`src/rtl/sfx_sequencer.sv`:
```
// Sound-effect sequencer: plays a fixed 4-step square-wave note sequence for
// each eat/hit/die trigger. Each step lasts STEP_FRAMES frame_end pulses.
// Output is a 1-bit square wave suitable for a PWM/audio pin.
module sfx_sequencer #(
    parameter int PERIOD_SHIFT = 6,
    parameter int STEP_FRAMES  = 4
) (
    input  logic       clk,
    input  logic       reset,
    input  logic       frame_end,
    input  logic       eat_sound,
    input  logic       hit_sound,
    input  logic       die_sound,
    input  logic       mute,
    output logic       audio_out,
    output logic       busy,
    output logic [1:0] active_sfx
);

    typedef enum logic {IDLE, PLAY} state_t;

    state_t      state_q, state_d;
    logic [1:0]  sfx_q, sfx_d;
    logic [1:0]  step_q, step_d;
    logic [3:0]  frame_cnt_q, frame_cnt_d;
    logic [15:0] tone_cnt_q, tone_cnt_d;
    logic        square_q, square_d;
    logic        audio_q, audio_d;

    logic [1:0]  trig_id;
    logic        start;
    logic        last_frame;
    logic [7:0]  cur_code;
    logic [7:0]  next_code;
    logic [7:0]  start_code;

    // Note table: four codes per effect, step 0 first; 0x00 means rest.
    function automatic logic [7:0] note_code(input logic [1:0] sfx, input logic [1:0] step);
        logic [7:0] code;
        case ({sfx, step})
            4'b01_00: code = 8'h40;
            4'b01_01: code = 8'h30;
            4'b01_10: code = 8'h20;
            4'b01_11: code = 8'h18;
            4'b10_00: code = 8'h80;
            4'b10_01: code = 8'h00;
            4'b10_10: code = 8'h80;
            4'b10_11: code = 8'h00;
            4'b11_00: code = 8'h20;
            4'b11_01: code = 8'h30;
            4'b11_10: code = 8'h40;
            4'b11_11: code = 8'h60;
            default:  code = 8'h00;
        endcase
        return code;
    endfunction

    // Reload value for the tone counter: half-period minus one, 16 bits wide.
    function automatic logic [15:0] reload_of(input logic [7:0] code);
        logic [15:0] half_period;
        half_period = {8'h00, code} << PERIOD_SHIFT;
        return half_period - 16'd1;
    endfunction

    // Priority-encode simultaneous triggers; die beats hit beats eat.
    always_comb begin
        trig_id = 2'd0;
        if (die_sound)      trig_id = 2'd3;
        else if (hit_sound) trig_id = 2'd2;
        else if (eat_sound) trig_id = 2'd1;
    end

    // In IDLE sfx_q is 0, so any trigger starts; in PLAY only equal/higher priority restarts.
    assign start      = (trig_id != 2'd0) && (trig_id >= sfx_q);
    assign last_frame = frame_end && (frame_cnt_q == 4'(STEP_FRAMES - 1));
    assign cur_code   = note_code(sfx_q, step_q);
    assign next_code  = note_code(sfx_q, step_q + 2'd1);
    assign start_code = note_code(trig_id, 2'd0);

    // Next-state logic: start/restart, step timing, and the tone generator.
    always_comb begin
        state_d     = state_q;
        sfx_d       = sfx_q;
        step_d      = step_q;
        frame_cnt_d = frame_cnt_q;
        tone_cnt_d  = tone_cnt_q;
        square_d    = square_q;

        if (start) begin
            // A trigger swallows any coincident frame pulse.
            state_d     = PLAY;
            sfx_d       = trig_id;
            step_d      = 2'd0;
            frame_cnt_d = 4'd0;
            square_d    = 1'b0;
            tone_cnt_d  = reload_of(start_code);
        end else if (state_q == PLAY) begin
            if (last_frame) begin
                frame_cnt_d = 4'd0;
                square_d    = 1'b0;
                if (step_q == 2'd3) begin
                    state_d    = IDLE;
                    sfx_d      = 2'd0;
                    step_d     = 2'd0;
                    tone_cnt_d = 16'd0;
                end else begin
                    step_d     = step_q + 2'd1;
                    tone_cnt_d = reload_of(next_code);
                end
            end else begin
                if (frame_end) begin
                    frame_cnt_d = frame_cnt_q + 4'd1;
                end
                if (cur_code == 8'h00) begin
                    // Rest: silence, counter frozen.
                    square_d = 1'b0;
                end else if (tone_cnt_q == 16'd0) begin
                    square_d   = ~square_q;
                    tone_cnt_d = reload_of(cur_code);
                end else begin
                    tone_cnt_d = tone_cnt_q - 16'd1;
                end
            end
        end
    end

    // Output register tracks the next square value so audio lines up with busy.
    assign audio_d = square_d & ~mute & (state_d == PLAY);

    // State and counter registers with asynchronous active-low reset.
    always_ff @(posedge clk or negedge reset) begin
        if (!reset) begin
            state_q     <= IDLE;
            sfx_q       <= 2'd0;
            step_q      <= 2'd0;
            frame_cnt_q <= 4'd0;
            tone_cnt_q  <= 16'd0;
            square_q    <= 1'b0;
            audio_q     <= 1'b0;
        end else begin
            state_q     <= state_d;
            sfx_q       <= sfx_d;
            step_q      <= step_d;
            frame_cnt_q <= frame_cnt_d;
            tone_cnt_q  <= tone_cnt_d;
            square_q    <= square_d;
            audio_q     <= audio_d;
        end
    end

    assign audio_out  = audio_q;
    assign busy       = (state_q == PLAY);
    assign active_sfx = sfx_q;

endmodule
```
`config.mk`:
```
export PLATFORM = sky130hd
export DESIGN_NAME = sfx_sequencer
export DESIGN_NICKNAME = d
export VERILOG_FILES = /design/src/rtl/sfx_sequencer.sv
export SDC_FILE = /design/constraint.sdc
export NUM_CORES = 1
export LEC_CHECK = 0
export CAP_MARGIN = 20
export CORE_UTILIZATION = 55
export CTS_CLUSTER_DIAMETER = 150
export CTS_CLUSTER_SIZE = 12
export DETAILED_ROUTE_END_ITERATION = 6
export GPL_ROUTABILITY_DRIVEN = 0
export GPL_TIMING_DRIVEN = 1
export PLACE_DENSITY = 0.83
export SYNTH_ARGS = -nofsm -noshare
export SYNTH_HDL_FRONTEND = slang
export SYNTH_SLANG_ARGS = --single-unit
```
`constraint.sdc`:
```
create_clock -name clk -period 6.15 [get_ports clk]
set_input_delay 1.5375 -clock clk [delete_from_list [all_inputs] [get_ports clk]]
set_output_delay 1.5375 -clock clk [all_outputs]
set_load 0.01 [all_outputs]
```
==> out/results.txt <==
Max Cap Viol - 0
nets - 282
RSZ-0062 raised after global routing - no
Largest delay share family, worst path - compound AO/OA/AOI/OAI gates
CP arrival - 4.37 ns
Post-synth top flop - dfrtp_1
Syn-to-layout area delta - 6.12%
root buffer cell - clkbuf_8
yosys warns - 0
FMAX - 0.238 GHz
crit-path cells - clkdlybuf4s50_1, inv_1, a21oi_1, ha_1, nand2b_1, a21o_1, o21ai_1, nand3_1, o31a_2, o22a_1
total track usage - 0.249
Clock Latency Late Sink - 0.28 ns
global-route wire length before repair - 8320 um
Die W - 65.3 um
height of the die - 65.3 um
Buf/Inv on CP - 2
FF+latch count, synth - 27
Peak VDD IR - 0.139 mV
clk sink count - 27
Post-synth EDFFs - 0
Slew headroom - 0.453
die area - 4270 um2
flop-to-flop setup slack - 3.02 ns
synthesized instance count - 262
drc violations - 0
drt wl/cell - 15.9 um
Ports - 11
CP Capture Type - flop
reg2reg end - tone_cnt_q[3]
ys async rst share - 1.00
total CTS buffers - 3
ANT cells - 0
# hold bufs at CTS - 0
clock buffer depth - 2
Syn Area/Cell - 8.42 um2
Initial Utilization - 0.590
CP max-delay cell - nand3_1
Final Util - 0.626
CP max FO - 15
vias per std cell - 6.33
H-Tree Depth - 1
final wirelength - 4890 um
Leakage - 0.873 nW
# setup viols final - 0
WHS Endpoint - frame_cnt_q[1]
Worst Reg-to-Reg Cells - 8
Worst Setup Start Kind - input pin
measured slew at the worst slew-check pin - 0.819 ns
clock-pin slew on the worst setup and hold paths - 0.10 ns
Post-Syn Area - 2210 um2
initial antenna violation count - 0
synth unique cells - 61
row cnt - 22
Final Hold Fails - 0
status - finished clean
sequential-to-total area share from yosys stat - 0.306
hold depth - 2
fin. max-slew vios - 0
critical path class - in2reg
pwr dens - 347 nW/um2
Post-CTS Setup Bufs - 0
Post-DRT Antenna Nets - 0
gr ovfl total - 0
CP max stage delay - 0.54 ns
drt pass-1 iters - 4
total negative setup slack - 0 ns
largest net degree at the start of global routing - 28
post-synth net total - 283
Port Buffers - 10
vias in the first global route - 1830
Final Critical Period - 4.20 ns
CTS tree - done
HP Start - frame_cnt_q[1]
Hold/Removal Path Class - reg2reg
post-cts gate resize count - 0
Req. time, crit path - 6.32 ns
clock skew - 0.00862 ns
Reg-to-Reg Start - step_q[0]
Starting DRT DRC Count - 154
share of post-route cells with drive strength above 1 - 0.104
worst hold slack - 0.552 ns
area of the core - 3740 um2
routed vias - 1951
DP Wirelength - 3470 um
final cycle utilization of the critical path - 0.682
==> layout make-up <==
class | instances | area (um2)
well taps | 48 | 60.1
flip-flops and latches | 27 | 676
repair buffers | 12 | 115
fillers | 357 | 1400
multi-input cells | 211 | 1420
inverters | 6 | 22.5
clock buffers | 4 | 45.0
==> synthesized netlist by cell type, types with 3 or more instances <==
cell type	number	area, um2
nor3_1	9	45.0
nor2_1	22	82.6
xor2_1	4	35.0
o22a_1	7	61.3
nor4_1	7	43.8
nand2_1	25	93.8
and2_1	3	18.8
nor3b_1	3	22.5
nand3_1	9	45.0
o31a_1	3	26.3
nor2b_1	5	31.3
xnor2_1	6	52.6
o31a_2	6	60.1
nand2b_1	3	18.8
ha_1	14	175
o21ai_0	10	50.1
clkbuf_1	14	52.6
inv_1	6	22.5
a31oi_1	3	18.8
o31ai_1	3	22.5
a21oi_1	24	120
dfrtp_1	27	676
==> sequential cells by signal, indices dropped and copies added, names as in the netlist <==
signal       flops
active_sfx       2
audio_out        1
busy             1
frame_cnt_q      4
square_q         1
step_q           2
tone_cnt_q      16
==> placed cells by master (no fill, tap or decap), drive strengths merged, types with 3 or more instances in the layout <==
cell,n
dfrtp,27
nand2,25
a21oi,24
nor2,23
ha,14
o21ai,11
clkdlybuf4s50,10
nor3,10
nand3,9
o31a,9
o22a,8
nor4,7
inv,6
xnor2,6
nor2b,5
xor2,4
clkbuf,4
or3,4
nand2b,3
and2,3
nor3b,3
o31ai,3
a31oi,3
==> worst max-delay path by stage <==
| stage | startpoint | endpoint | slack [ns] | cells after the start |
|---|---|---|---|---|
| finish | hit_sound | tone_cnt_q[3] | 1.95 | 10 |
| global route | hit_sound | tone_cnt_q[7] | 1.80 | 10 |
| CTS | hit_sound | tone_cnt_q[3] | 1.95 | 10 |
| detailed placement | hit_sound | tone_cnt_q[5] | 1.67 | 10 |
| global placement | hit_sound | tone_cnt_q[5] | 1.78 | 10 |
| floorplan | hit_sound | tone_cnt_q[7] | 2.59 | 10 |
==> cell families (layout without fill, tap and decap cells) <==
family	Yosys count	count (layout)	share of synthesized area
xor gates and xnor gates	10	10	0.0397
muxes	2	2	0.0102
DFF	27	27	0.306
buffers and inverters	24	22	0.0556
AOI/OAI and AO/OA	81	81	0.259
and+or+nand+nor	104	104	0.250
adders and majority gates	14	14	0.0794
==> layer usage <==
metal	part of all wire	track usage	vias to the layer above
li1	-	-	965
met1	0.46	0.336	926
met2	0.48	0.412	54
met3	0.051	0.0260	6
met4	0.012	0.0842	0
met5	0	0	-
==> through the flow <==
step	instance area [um2]	instances	power [mW]	setup WS [ns]
6_report	2340	308	0.813	1.95
5_1_grt	2340	308	0.878	1.80
4_1_cts	2340	308	0.812	1.95
3_5_place_dp	2300	304	0.707	1.67
3_3_place_gp	2300	304	0.696	1.78
2_1_floorplan	2210	262	0.613	2.59
==> worst reg2reg max path: stages (launching register included) <==
cell and delay, ns:
dfrtp_1 0.60, ha_1 0.44, nand2_1 0.18, ha_1 0.23, nand2_1 0.06, o31a_1 0.36, nand3_1 0.49, o31a_2 0.49
o22a_1 0.17
==> power breakdown <==
part	switching (mW)	internal, mW	leakage, nW	total [mW]
Sequential	0.0717	0.211	0.304	0.282
Clock	0.0589	0.0466	0.0228	0.105
Combinational	0.226	0.199	0.546	0.425
Total	0.357	0.456	0.873	0.813
No activity file was read; power rests on OpenSTA's default activity.
